**config.mk**
```make
export PLATFORM = sky130hd
export DESIGN_NAME = multi_pane_console
export DESIGN_NICKNAME = d
export VERILOG_FILES = /design/src/rtl/multi_pane_console.sv
export SDC_FILE = /design/constraint.sdc
export NUM_CORES = 1
export LEC_CHECK = 0
export CAP_MARGIN = 30
export CORE_ASPECT_RATIO = 0.5
export CORE_UTILIZATION = 43
export CTS_CLUSTER_DIAMETER = 100
export CTS_CLUSTER_SIZE = 10
export DETAILED_ROUTE_END_ITERATION = 10
export PLACE_DENSITY = 0.82
export SLEW_MARGIN = 0
export SYNTH_ARGS = -nofsm -noshare
export SYNTH_HDL_FRONTEND = slang
export SYNTH_SLANG_ARGS = --single-unit
```
**constraint.sdc**
```tcl
create_clock -name clk -period 2.3 [get_ports clk]
set_input_delay 0.23 -clock clk [delete_from_list [all_inputs] [get_ports clk]]
set_output_delay 0.23 -clock clk [all_outputs]
set_load 0.1 [all_outputs]
```
**src/rtl/multi_pane_console.sv**
```systemverilog
// Multi-pane console top: splits the frame into equal vertical panes, composites
// per-game pixels and runs the shared game-status FSM, rating and banner.
module multi_pane_console #(
    parameter int          NUM_GAMES     = 2,
    parameter int          SCREEN_WIDTH  = 800,
    parameter int          SCREEN_HEIGHT = 600,
    parameter int          RATING_WIDTH  = 8,
    parameter int          BANNER_HOLD   = 50000000,
    parameter logic [11:0] BKG_COLOR     = 12'h000
) (
    input  logic                      clk,
    input  logic                      arst_n,
    input  logic [10:0]               i_h_coord,
    input  logic [9:0]                i_v_coord,
    input  logic                      i_disp_enbl,
    input  logic [NUM_GAMES-1:0]      i_pane_en,
    input  logic [12*NUM_GAMES-1:0]   i_game_rgb,
    input  logic [11:0]               i_banner_rgb,
    input  logic [NUM_GAMES-1:0]      i_game_win,
    input  logic [NUM_GAMES-1:0]      i_game_lose,
    input  logic                      i_ready,
    input  logic                      i_start,
    input  logic                      i_pause,
    input  logic [15:0]               i_timer,
    output logic [10:0]               o_local_x,
    output logic [9:0]                o_local_y,
    output logic [2:0]                o_pane_idx,
    output logic [3:0]                o_red,
    output logic [3:0]                o_green,
    output logic [3:0]                o_blue,
    output logic                      o_pause,
    output logic                      o_regenerate_level,
    output logic [1:0]                o_banner_num,
    output logic [RATING_WIDTH-1:0]   o_rating,
    output logic [31:0]               o_quad_disp
);

    localparam int PW = SCREEN_WIDTH / NUM_GAMES;
    localparam int HW = $clog2(BANNER_HOLD + 1);
    localparam logic [HW-1:0] HOLD_LAST = HW'(BANNER_HOLD - 1);

    typedef enum logic [2:0] {
        S_START,
        S_REGEN,
        S_RUN,
        S_PAUSE,
        S_WIN,
        S_LOSE
    } state_t;

    state_t                  state_q, state_d;
    logic [RATING_WIDTH-1:0] rating_q, rating_d;
    logic [HW-1:0]           hold_q, hold_d;
    logic [1:0]              banner_q, banner_d;
    logic [11:0]             rgb_q, rgb_d;
    logic                    start_prev_q, pause_prev_q;

    logic                    start_edge, pause_edge;
    logic                    any_win, any_lose;
    logic [2:0]              pane_idx;
    logic [10:0]             local_x;
    logic                    pane_on;
    logic [11:0]             pane_rgb;

    // prev regs reset to 1 so a button held through reset is not an edge
    assign start_edge = i_start & ~start_prev_q;
    assign pause_edge = i_pause & ~pause_prev_q;
    assign any_win    = |(i_game_win & i_pane_en);
    assign any_lose   = |(i_game_lose & i_pane_en);

    always_comb begin
        pane_idx = '0;
        local_x  = i_h_coord;
        pane_on  = i_pane_en[0];
        pane_rgb = i_game_rgb[11:0];
        for (int k = 1; k < NUM_GAMES; k++) begin
            if (i_h_coord >= 11'(k * PW)) begin
                pane_idx = 3'(k);
                local_x  = i_h_coord - 11'(k * PW);
                pane_on  = i_pane_en[k];
                pane_rgb = i_game_rgb[12*k +: 12];
            end
        end
        if (i_h_coord >= 11'(SCREEN_WIDTH)) begin
            local_x = 11'(PW - 1);
        end
    end

    always_comb begin
        rgb_d = pane_rgb;
        if (!i_disp_enbl) begin
            rgb_d = 12'h000;
        end else if (state_q != S_RUN) begin
            rgb_d = i_banner_rgb;
        end else if (!pane_on) begin
            rgb_d = BKG_COLOR;
        end
    end

    always_comb begin
        state_d  = state_q;
        rating_d = rating_q;
        hold_d   = hold_q;
        banner_d = banner_q;
        unique case (state_q)
            S_START: if (start_edge) state_d = S_REGEN;
            S_REGEN: if (i_ready) state_d = S_RUN;
            S_RUN: begin
                if (any_lose)        state_d = S_LOSE;
                else if (any_win)    state_d = S_WIN;
                else if (pause_edge) state_d = S_PAUSE;
            end
            S_PAUSE: if (start_edge) state_d = S_RUN;
            S_WIN: begin
                if (start_edge || hold_q == HOLD_LAST) state_d = S_REGEN;
                else hold_d = hold_q + 1'b1;
            end
            S_LOSE: if (start_edge) state_d = S_REGEN;
            default: state_d = S_START;
        endcase
        // entry actions; REGEN and RUN keep the previous banner
        if (state_d != state_q) begin
            unique case (state_d)
                S_PAUSE: banner_d = 2'd1;
                S_WIN: begin
                    banner_d = 2'd2;
                    hold_d   = '0;
                    if (rating_q != '1) rating_d = rating_q + 1'b1;
                end
                S_LOSE: begin
                    banner_d = 2'd3;
                    rating_d = '0;
                end
                default: ;
            endcase
        end
    end

    always_ff @(posedge clk or negedge arst_n) begin
        if (!arst_n) begin
            state_q      <= S_START;
            rating_q     <= '0;
            hold_q       <= '0;
            banner_q     <= 2'd0;
            rgb_q        <= 12'h000;
            start_prev_q <= 1'b1;
            pause_prev_q <= 1'b1;
        end else begin
            state_q      <= state_d;
            rating_q     <= rating_d;
            hold_q       <= hold_d;
            banner_q     <= banner_d;
            rgb_q        <= rgb_d;
            start_prev_q <= i_start;
            pause_prev_q <= i_pause;
        end
    end

    assign o_local_x          = local_x;
    assign o_local_y          = i_v_coord;
    assign o_pane_idx         = pane_idx;
    assign o_red              = rgb_q[11:8];
    assign o_green            = rgb_q[7:4];
    assign o_blue             = rgb_q[3:0];
    assign o_pause            = (state_q != S_RUN);
    assign o_regenerate_level = (state_q == S_REGEN);
    assign o_banner_num       = banner_q;
    assign o_rating           = rating_q;
    assign o_quad_disp        = {i_timer, 16'(rating_q)};

endmodule
```
==> impl_metrics.env, run 1 <==
export IMPL_clock_latency_ns=0.29
export IMPL_gp_congestion=0.822
export IMPL_drtIter0Drc=251
export IMPL_synth_top_cell_area_share=0.340
export IMPL_slowest_stage="clkdlybuf4s50_1"
export IMPL_ir_worst_vdd_v=0.000512
export IMPL_synthesis_area_mm2=0.00376
export IMPL_synth_seq_area_share=0.354
export IMPL_antennaDiodeCount=0
export IMPL_yosysMostFrequentCell="dfrtp_1"
export IMPL_drv_slew=0
export IMPL_fin_util=0.614
export IMPL_initial_core_util=0.457
export IMPL_first_global_vias=3195
export IMPL_cp_start_kind="primary input"
export IMPL_synth_ff_type="dfrtp_1"
export IMPL_wl_um=9310
export IMPL_dr_total_vias=3226
export IMPL_clk_pin_slew_ns=0.07
export IMPL_critical_path_max_stage_delay_ns=0.54
export IMPL_avgRoutedWirePerCell_um=15.1
export IMPL_grtUsageTotal=0.210
export IMPL_setup_viol=0
export IMPL_pin_count=165
export IMPL_dr_pass1_iters=4
export IMPL_worstSetupPathType="in2out"
export IMPL_worst_pin_slew_ns=0.668
export IMPL_r2r_setup_slack_ns=0.17
export IMPL_nets=592
export IMPL_critPathCaptureType="output port"
export IMPL_cp_arrival_ns=2.00
export IMPL_grt_first_pass_wirelength_um=15300
export IMPL_fmax_mhz=449
export IMPL_required_ns=2.07
export IMPL_finalSetupTns_ns=0
export IMPL_holdWs_ns=0.0334
export IMPL_dp_hpwl_um=7280
export IMPL_clock_sinks=53
export IMPL_p_leak_nw=2.21
export IMPL_slew_headroom=0.554
export IMPL_period_needed_ns=2.23
export IMPL_die_x_um=134
export IMPL_drv_cap=0
export IMPL_syn_instance_count=415
export IMPL_synth_area_leader_cell="dfrtp_1"
export IMPL_synth_edf_count=0
export IMPL_die_y_um=68.1
export IMPL_h_tree_depth=2
export IMPL_cts_buffers=5
export IMPL_hold_buffers=0
export IMPL_final_layout_size_suffix_gt1_frac=0.266
export IMPL_hp_class="in2async"
export IMPL_pwr_share_clk=0.173
export IMPL_status="completed"
export IMPL_clock_path_buffers=2
export IMPL_synth_warnings=0
export IMPL_cts_tree="done"
export IMPL_power_density_mw_per_mm2=888
export IMPL_synth_async_sr_flop_share=1.00
export IMPL_drtAntennaViolNets=0
export IMPL_die_area_mm2=0.00914
export IMPL_r2r_start="hold_q[0]"
export IMPL_finClkSkew_ns=0.00763
export IMPL_share_comb_of_total_power=0.555
export IMPL_ys_ff_latch=53
export IMPL_area_growth_pct=34.5
export IMPL_switchingPower_mw=2.27
export IMPL_ys_types=69
export IMPL_core_mm2=0.00823
export IMPL_intPower_mw=2.22
export IMPL_via_per_inst=5.25
export IMPL_rsz0062_at_grt="false"
export IMPL_port_buffers=102
export IMPL_hold_viol=0
export IMPL_clockRootBuffer="clkbuf_16"
export IMPL_swShare=0.506
export IMPL_synth_common_cells="51 x dfrtp_1, 50 x buf_4, 37 x nand2_1"
export IMPL_avgSynthCellArea_um2=9.05
export IMPL_path_cells="clkdlybuf4s50_1 > a2111oi_4 > o21ai_2 > buf_4 > a211oi_4 > buf_12"
export IMPL_ff2ff_path_depth=8
export IMPL_pwr_share_seq=0.272
export IMPL_path_max_fanout=4
export IMPL_antenna_found_initial=0
export IMPL_grt_overflow_total=0
export IMPL_finalCritPeriodShare=0.968
export IMPL_row_count=23
export IMPL_drc=0
export IMPL_worstReg2RegEnd="o_rating[0]"
export IMPL_synthTopCellsByArea="dfrtp_1 34%, buf_4 10%, xor2_1 4.2%, nand2_1 3.7%, nand3_1 3.2%"
export IMPL_grt_max_degree=54
==> metal layers <==
layer  up-vias  share of wire  track usage  wire, µm
met5         -              0            0         0
met4         0          0.019       0.0646       176
met3        16          0.057       0.0319       529
met2       104           0.51        0.402      4790
met1      1529           0.41        0.250      3820
li1       1577              -            -         -
==> power groups by stage <==
stage               Sequential, mW  Clock (mW)  Combinational (mW)
global placement              1.23           0                2.45
detailed placement            1.24           0                2.48
finish                        1.22       0.775                2.49
floorplan                     1.72           0                1.60
global route                  1.25       0.830                2.62
CTS                           1.22       0.791                2.50
==> placed cells by master, fill, tap and decap left out, types with 13 or more instances in the layout <==
cell / count
and2_1: 16
buf_12: 14
buf_4: 56
clkdlybuf4s50_1: 51
dfrtp_1: 47
inv_1: 19
nand2_1: 37
nand3_1: 23
nand4_1: 15
nor2_1: 27
o221ai_1: 13
xor2_1: 18
==> kinds of logic (layout without fill, tap and decap cells) <==
logic type | after synthesis | in the layout | share of synthesized area
other cells | 1 | 10 | 0.000998
xor+xnor | 28 | 28 | 0.0653
compound gates | 64 | 64 | 0.141
simple gates | 183 | 183 | 0.284
buf+inv | 78 | 157 | 0.131
mux | 3 | 3 | 0.00833
fa+ha+maj | 5 | 5 | 0.0167
flops | 53 | 53 | 0.354
==> layout make-up <==
type | instances | area (µm²)
inverters | 21 | 78.8
flip-flops and latches | 53 | 1330
clock inverters | 3 | 28.8
repair buffers | 128 | 1270
clock buffers | 5 | 125
fillers | 702 | 3180
multi-input cells | 293 | 2080
well taps | 112 | 140
==> worst max-delay path by stage <==
stage,start,endpoint,cells past startpoint
2_1_floorplan,i_h_coord[0],o_local_x[6],7
3_3_place_gp,i_h_coord[4],o_local_x[10],8
3_5_place_dp,i_h_coord[4],o_local_x[10],8
4_1_cts,i_h_coord[3],o_local_x[6],9
5_1_grt,i_h_coord[6],o_local_x[5],6
6_report,i_h_coord[6],o_local_x[5],6
==> worst max-delay path: cells and delay by family <==
kind | cells | cell delay [ns]
buf+inv | 3 | 0.92
compound gates | 3 | 0.85
==> metrics by stage <==
step / cell area [µm²] / power, mW / cells / setup slack, ns
floorplan: 3840 / 3.32 / 424 / -0.109
global route: 5050 / 4.70 / 615 / 0.00931
detailed placement: 4840 / 3.71 / 606 / -0.194
finish: 5050 / 4.49 / 615 / 0.0739
global placement: 4840 / 3.69 / 606 / -0.101
CTS: 5060 / 4.51 / 616 / 0.0326
==> flip-flops by register name, indices dropped and copies added (netlist names) <==
signal        count
start_prev_q      1
o_rating          8
o_banner_num      2
pause_prev_q      1
state_q           3
hold_q           26
rgb_q            12
==> repair_timing <==
| item | CTS | global route |
|---|---|---|
| buffers inserted | 2 | 0 |
| resized for setup | 16 | 0 |
| setup endpoints to repair | 11 | 3 |
| pin swaps | 9 | 5 |
Note: power is estimated with default switching activity, not from simulation.
==> run 2: changes to the inputs <==
--- a/config.mk
+++ b/config.mk
@@ -12,6 +12,8 @@
 export CTS_CLUSTER_SIZE = 10
 export DETAILED_ROUTE_END_ITERATION = 10
 export PLACE_DENSITY = 0.82
+export SETUP_SLACK_MARGIN = 0.15
+export SKIP_LAST_GASP = 1
 export SLEW_MARGIN = 0
 export SYNTH_ARGS = -nofsm -noshare
 export SYNTH_HDL_FRONTEND = slang
==> run 2 against run 1 <==
Net effect: sequential share of layout area down 0.11 points; routed wire length up 5.2%; utilization up 0.59 points; first-iteration DRC count down 6.4%; non-clock buffer count up 1; register-to-register slack better by 0.08 ns; clock skew up 0.0031 ns; sequential power about the same; clock-buffer cell count unchanged; die area unchanged; global-route usage up 0.41 points; critical path type unchanged; critical endpoint is now o_local_x[9]; largest cell class unchanged; largest power group unchanged.
==> impl_metrics.env, run 2 (synthesis gave the netlist of run 1 again) <==
export IMPL_pwr_share_seq=0.271
export IMPL_nets=593
export IMPL_drv_slew=0
export IMPL_clockRootBuffer="clkbuf_16"
export IMPL_critical_path_max_stage_delay_ns=0.38
export IMPL_grt_overflow_total=0
export IMPL_die_y_um=68.1
export IMPL_row_count=23
export IMPL_largest_reg_flops=26
export IMPL_drtIter0Drc=235
export IMPL_grt_max_degree=26
export IMPL_initial_core_util=0.457
export IMPL_core_mm2=0.00823
export IMPL_drc=0
export IMPL_finalCritPeriodShare=0.918
export IMPL_multiInputGateArea_mm2=0.00212
export IMPL_layout_commonest_cell="buf_4"
export IMPL_port_buffers=102
export IMPL_antenna_found_initial=0
export IMPL_power_density_mw_per_mm2=888
export IMPL_slew_headroom=0.658
export IMPL_fmax_mhz=474
export IMPL_die_area_mm2=0.00914
export IMPL_dr_pass1_iters=4
export IMPL_swShare=0.504
export IMPL_dr_total_vias=3294
export IMPL_required_ns=2.07
export IMPL_antennaDiodeCount=0
export IMPL_first_global_vias=3064
export IMPL_grt_first_pass_wirelength_um=15300
export IMPL_period_needed_ns=2.11
export IMPL_die_x_um=134
export IMPL_ir_worst_vdd_v=0.000584
export IMPL_share_comb_of_total_power=0.556
export IMPL_clock_latency_ns=0.30
export IMPL_grtUsageTotal=0.214
export IMPL_setup_viol=0
export IMPL_fin_util=0.620
export IMPL_cts_buffers=5
export IMPL_path_max_fanout=2
export IMPL_hold_viol=0
export IMPL_final_layout_size_suffix_gt1_frac=0.296
export IMPL_top_register="hold_q"
export IMPL_dp_cells=602
export IMPL_seqCellArea_mm2=0.00134
export IMPL_fillers=668
export IMPL_pin_count=165
export IMPL_via_per_inst=5.35
export IMPL_path_cells="dlygate4sd2_1 > nor4_4 > buf_4 > a2111oi_4 > o21ai_2 > nand2b_4 > buf_4 > nor2_2 > buf_12"
export IMPL_status="completed"
export IMPL_h_tree_depth=2
export IMPL_cp_start_kind="primary input"
export IMPL_drv_cap=0
export IMPL_worst_pin_slew_ns=0.514
export IMPL_dp_hpwl_um=7340
export IMPL_clk_pin_slew_ns=0.07
export IMPL_cts_tree="done"
export IMPL_drtAntennaViolNets=0
export IMPL_pwr_share_clk=0.173
export IMPL_slowest_stage="a2111oi_4"
export IMPL_intPower_mw=2.25
export IMPL_cp_arrival_ns=1.88
export IMPL_gp_congestion=0.844
export IMPL_p_leak_nw=2.23
export IMPL_finClkSkew_ns=0.0108
export IMPL_clock_sinks=53
export IMPL_cpMostUsedCell="buf_4"
export IMPL_wl_um=9800
export IMPL_p_total_mw=4.53
export IMPL_worstSetupPathType="in2out"
export IMPL_clock_path_buffers=2
export IMPL_area_growth_pct=35.8
export IMPL_rsz0062_at_grt="false"
export IMPL_switchingPower_mw=2.28
export IMPL_fin_cells=616
export IMPL_critPathCaptureType="output port"
export IMPL_final_cell_mix="53 x buf_4, 49 x clkdlybuf4s50_1, 45 x dfrtp_1"
export IMPL_hp_class="in2reg"
export IMPL_avgRoutedWirePerCell_um=15.9
[run 2: changes by cell type in the layout (fill, tap and decap cells not counted), moves of 2 or more]
cell             delta
clkbuf_2            +5
dlygate4sd2_1       -4
buf_4               -3
buf_6               +3
and2_1              -2
and2_2              +2
clkdlybuf4s50_1     -2
dfrtp_1             -2
dfrtp_4             +2
[run 2: path summary, 6_finish.rpt]
path                       depth (start not counted)       startpoint  slack, ns         endpoint
max                                                9     i_h_coord[3]       0.19     o_local_x[9]
min                                                1          i_start       0.37     start_prev_q
max reg2reg                                        8        hold_q[1]       0.25      o_rating[0]
min reg2reg                                        1  o_banner_num[1]       0.50  o_banner_num[1]
max in group asynchronous                          3           arst_n       1.17     pause_prev_q
min in group asynchronous                          2           arst_n       0.43       hold_q[24]
[run 2: final cells by class]
cell class | count | area share
flip-flops and latches | 53 | 0.263
clock buffers | 5 | 0.0245
repair buffers | 129 | 0.249
clock inverters | 3 | 0.00564
well taps | 112 | 0.0275
multi-input cells | 293 | 0.415
inverters | 21 | 0.0154
[run 2: worst max-delay path, delay by kind of cell]
| family | cells | cell delay, ns |
|---|---|---|
| buf+inv | 4 | 0.74 |
| compound gates | 2 | 0.49 |
| simple gates | 3 | 0.40 |
[run 2: per-stage QoR]
step | cell area, µm² | hold slack (ns) | setup slack (ns) | setup TNS [ns]
final | 5100 | 0.366 | 0.188 | 0
after global routing | 5100 | 0.385 | 0.135 | 0
after CTS | 5080 | 0.368 | 0.154 | 0
after detailed placement | 4840 | 0.232 | -0.116 | -0.926
after global placement | 4840 | 0.225 | -0.0825 | -0.285
after floorplan | 3870 | -0.0656 | -0.105 | -0.213
[run 2: what timing repair did]
item                       CTS  global route
gates resized for setup     19            18
hold endpoints to repair    21             0
pin swaps                   10             6
setup endpoints to repair   12            30
setup buffers                3             2
hold buffers                 1             0
[run 2: power by group through the flow]
stage	Clock, mW	Sequential (mW)	Combinational, mW
floorplan	0	1.72	1.61
global placement	0	1.24	2.47
detailed placement	0	1.24	2.48
CTS	0.796	1.23	2.51
global route	0.832	1.25	2.64
finish	0.782	1.23	2.52
[run 2: metal layers]
metal | track usage | vias up | share of wire
li1 | - | 1582 | -
met1 | 0.260 | 1568 | 0.40
met2 | 0.383 | 122 | 0.51
met3 | 0.0370 | 22 | 0.056
met4 | 0.0997 | 0 | 0.028
met5 | 0 | - | 0
==> run 3: changes to the inputs <==
--- a/config.mk
+++ b/config.mk
@@ -6,13 +6,15 @@
 export NUM_CORES = 1
 export LEC_CHECK = 0
 export CAP_MARGIN = 30
-export CORE_ASPECT_RATIO = 0.5
-export CORE_UTILIZATION = 43
+export CELL_PAD_IN_SITES_DETAIL_PLACEMENT = 1
+export CELL_PAD_IN_SITES_GLOBAL_PLACEMENT = 2
+export CORE_ASPECT_RATIO = 0.9
+export CORE_UTILIZATION = 24
 export CTS_CLUSTER_DIAMETER = 100
 export CTS_CLUSTER_SIZE = 10
 export DETAILED_ROUTE_END_ITERATION = 10
-export PLACE_DENSITY = 0.82
-export SETUP_SLACK_MARGIN = 0.15
+export PLACE_DENSITY_LB_ADDON = 0.1
+export SETUP_SLACK_MARGIN = 0.4
 export SKIP_LAST_GASP = 1
 export SLEW_MARGIN = 0
 export SYNTH_ARGS = -nofsm -noshare
==> run 3 against run 2 <==
Net effect: clock skew shrank 0.0065 ns; final cell count increased by 23%; clock power grew 2%; sequential cell count unchanged; combinational power up 51%; routed wire length up 33%; sequential power about the same; register-to-register slack about the same; critical path depth is the same; critical endpoint is now o_local_x[5].
==> impl_metrics.env, run 3 (synthesis gave the netlist of run 1 again) <==
export IMPL_largest_reg_flops=26
export IMPL_drtAntennaViolNets=0
export IMPL_dp_hpwl_um=9060
export IMPL_post_dp_cell_area_mm2=0.00518
export IMPL_worstSetupPathType="in2out"
export IMPL_grt_max_degree=54
export IMPL_path_cells="buf_8 > buf_6 > buf_6 > a2111oi_4 > buf_4 > o21ai_4 > buf_6 > a211oi_4 > buf_12"
export IMPL_grt_first_pass_wirelength_um=20800
export IMPL_clock_sinks=53
export IMPL_worst_path_stages=9
export IMPL_drtIter0Drc=119
export IMPL_gp_congestion=0.759
export IMPL_die_x_um=134
export IMPL_initial_core_util=0.245
export IMPL_finalSetupTns_ns=0
export IMPL_wl_um=13000
export IMPL_hp_class="in2reg"
export IMPL_fin_cells=759
export IMPL_cts_tree="done"
export IMPL_critPathTopFamily="buffers and inverters"
export IMPL_avgRoutedWirePerCell_um=17.2
export IMPL_final_cell_mix="74 x buf_4, 46 x clkdlybuf4s50_1, 33 x dfrtp_1"
export IMPL_p_leak_nw=2.70
export IMPL_final_layout_size_suffix_gt1_frac=0.517
export IMPL_drv_cap=0
export IMPL_slowest_stage="a2111oi_4"
export IMPL_die_y_um=121
export IMPL_antennaDiodeCount=0
export IMPL_worstSetupEndpoint="o_local_x[5]"
export IMPL_wl_met1_um=5670
export IMPL_pin_count=165
export IMPL_power_density_mw_per_mm2=888
export IMPL_rsz0062_at_grt="true"
export IMPL_p_total_mw=5.80
export IMPL_setup_viol=0
export IMPL_r2r_setup_slack_ns=0.26
export IMPL_ir_worst_vdd_v=0.000542
export IMPL_via_per_inst=4.60
export IMPL_seqCellArea_mm2=0.00136
export IMPL_fillers=1652
export IMPL_clock_latency_ns=0.31
export IMPL_hold_viol=0
export IMPL_topRoutingLayerUsed="met4"
export IMPL_path_max_fanout=4
export IMPL_dr_total_vias=3493
export IMPL_startpoint="i_h_coord[5]"
export IMPL_critical_path_max_stage_delay_ns=0.41
export IMPL_clock_path_buffers=2
export IMPL_fin_area_mm2=0.00653
export IMPL_fmax_mhz=486
export IMPL_status="completed"
export IMPL_cpMostUsedCell="buf_6"
export IMPL_grtUsageTotal=0.166
export IMPL_worstReg2RegEnd="o_rating[0]"
export IMPL_port_buffers=102
export IMPL_multiInputGateArea_mm2=0.00274
export IMPL_dp_cells=701
export IMPL_ff2ff_path_depth=9
export IMPL_cts_buffers=5
export IMPL_dr_pass1_iters=5
export IMPL_nets=646
export IMPL_area_growth_pct=73.9
export IMPL_wl_met2_um=6290
export IMPL_first_global_vias=3824
export IMPL_cp_start_kind="primary input"
export IMPL_critPathCaptureType="output port"
export IMPL_r2r_start="state_q[0]"
export IMPL_cp_arrival_ns=1.83
export IMPL_drc=0
export IMPL_fin_util=0.426
export IMPL_crit_buf_inv=6
export IMPL_clk_pin_slew_ns=0.08
export IMPL_clockRootBuffer="clkbuf_16"
export IMPL_die_area_mm2=0.0162
export IMPL_drv_slew=0
export IMPL_period_needed_ns=2.06
export IMPL_grt_overflow_total=0
export IMPL_required_ns=2.07
export IMPL_antenna_found_initial=0
export IMPL_finClkSkew_ns=0.00429
export IMPL_top_register="hold_q"
export IMPL_row_count=43
export IMPL_core_mm2=0.0153
export IMPL_met3WireLength_um=921
export IMPL_h_tree_depth=2
export IMPL_layout_commonest_cell="buf_4"
export IMPL_finalCritPeriodShare=0.895
-- run 3: cell types whose count changed in the layout (fill, tap and decap cells not counted), sizes merged, moves of 2 or more --
cell	delta
buf	+58
clkbuf	-3
clkdlybuf4s50	-3
clkinvlp	+2
dlygate4sd2	+2
inv	-2
-- run 3: how the worst min path moves through the flow --
stage	start	endpoint	slack, ns	cells after the start
detailed placement	arst_n	o_rating[3]	0.26	2
global route	i_start	start_prev_q	0.20	1
floorplan	arst_n	hold_q[0]	-0.07	0
global placement	arst_n	o_rating[3]	0.26	2
CTS	i_start	start_prev_q	0.21	1
finish	i_start	start_prev_q	0.21	1
-- run 3: metrics by stage --
| stage | hold slack [ns] | setup slack, ns |
|---|---|---|
| floorplan | -0.0656 | 0.0164 |
| global placement | 0.261 | -0.111 |
| detailed placement | 0.263 | -0.144 |
| CTS | 0.206 | 0.221 |
| global route | 0.200 | 0.170 |
| finish | 0.211 | 0.241 |
-- run 3: routing by layer --
layer / vias to the layer above / track usage
met3: 17 / 0.0604
met5: - / 0
met4: 0 / 0.0355
met1: 1713 / 0.210
li1: 1674 / -
met2: 89 / 0.268
-- run 3: layout make-up --
class,instances,area share
Timing Repair Buffer,182,0.297
Clock inverter,3,0.00402
Sequential cell,53,0.208
Inverter,21,0.0142
Clock buffer,5,0.0191
Tap cell,202,0.0387
Multi-Input combinational cell,293,0.419
-- run 3: power breakdown --
| part | leakage (nW) | internal (mW) | total (mW) | switching, mW |
|---|---|---|---|---|
| clock | 0.0680 | 0.412 | 0.801 | 0.388 |
| combinational | 1.95 | 1.55 | 3.80 | 2.25 |
| sequential | 0.680 | 1.08 | 1.20 | 0.125 |
-- run 3: repair_timing --
item	4_1_cts	5_1_grt
hold endpoints to repair	51	0
setup buffers	27	18
setup endpoints to repair	60	53
cloned	3	1
pin swaps	25	54
hold buffers	1	0
gates resized for setup	88	108
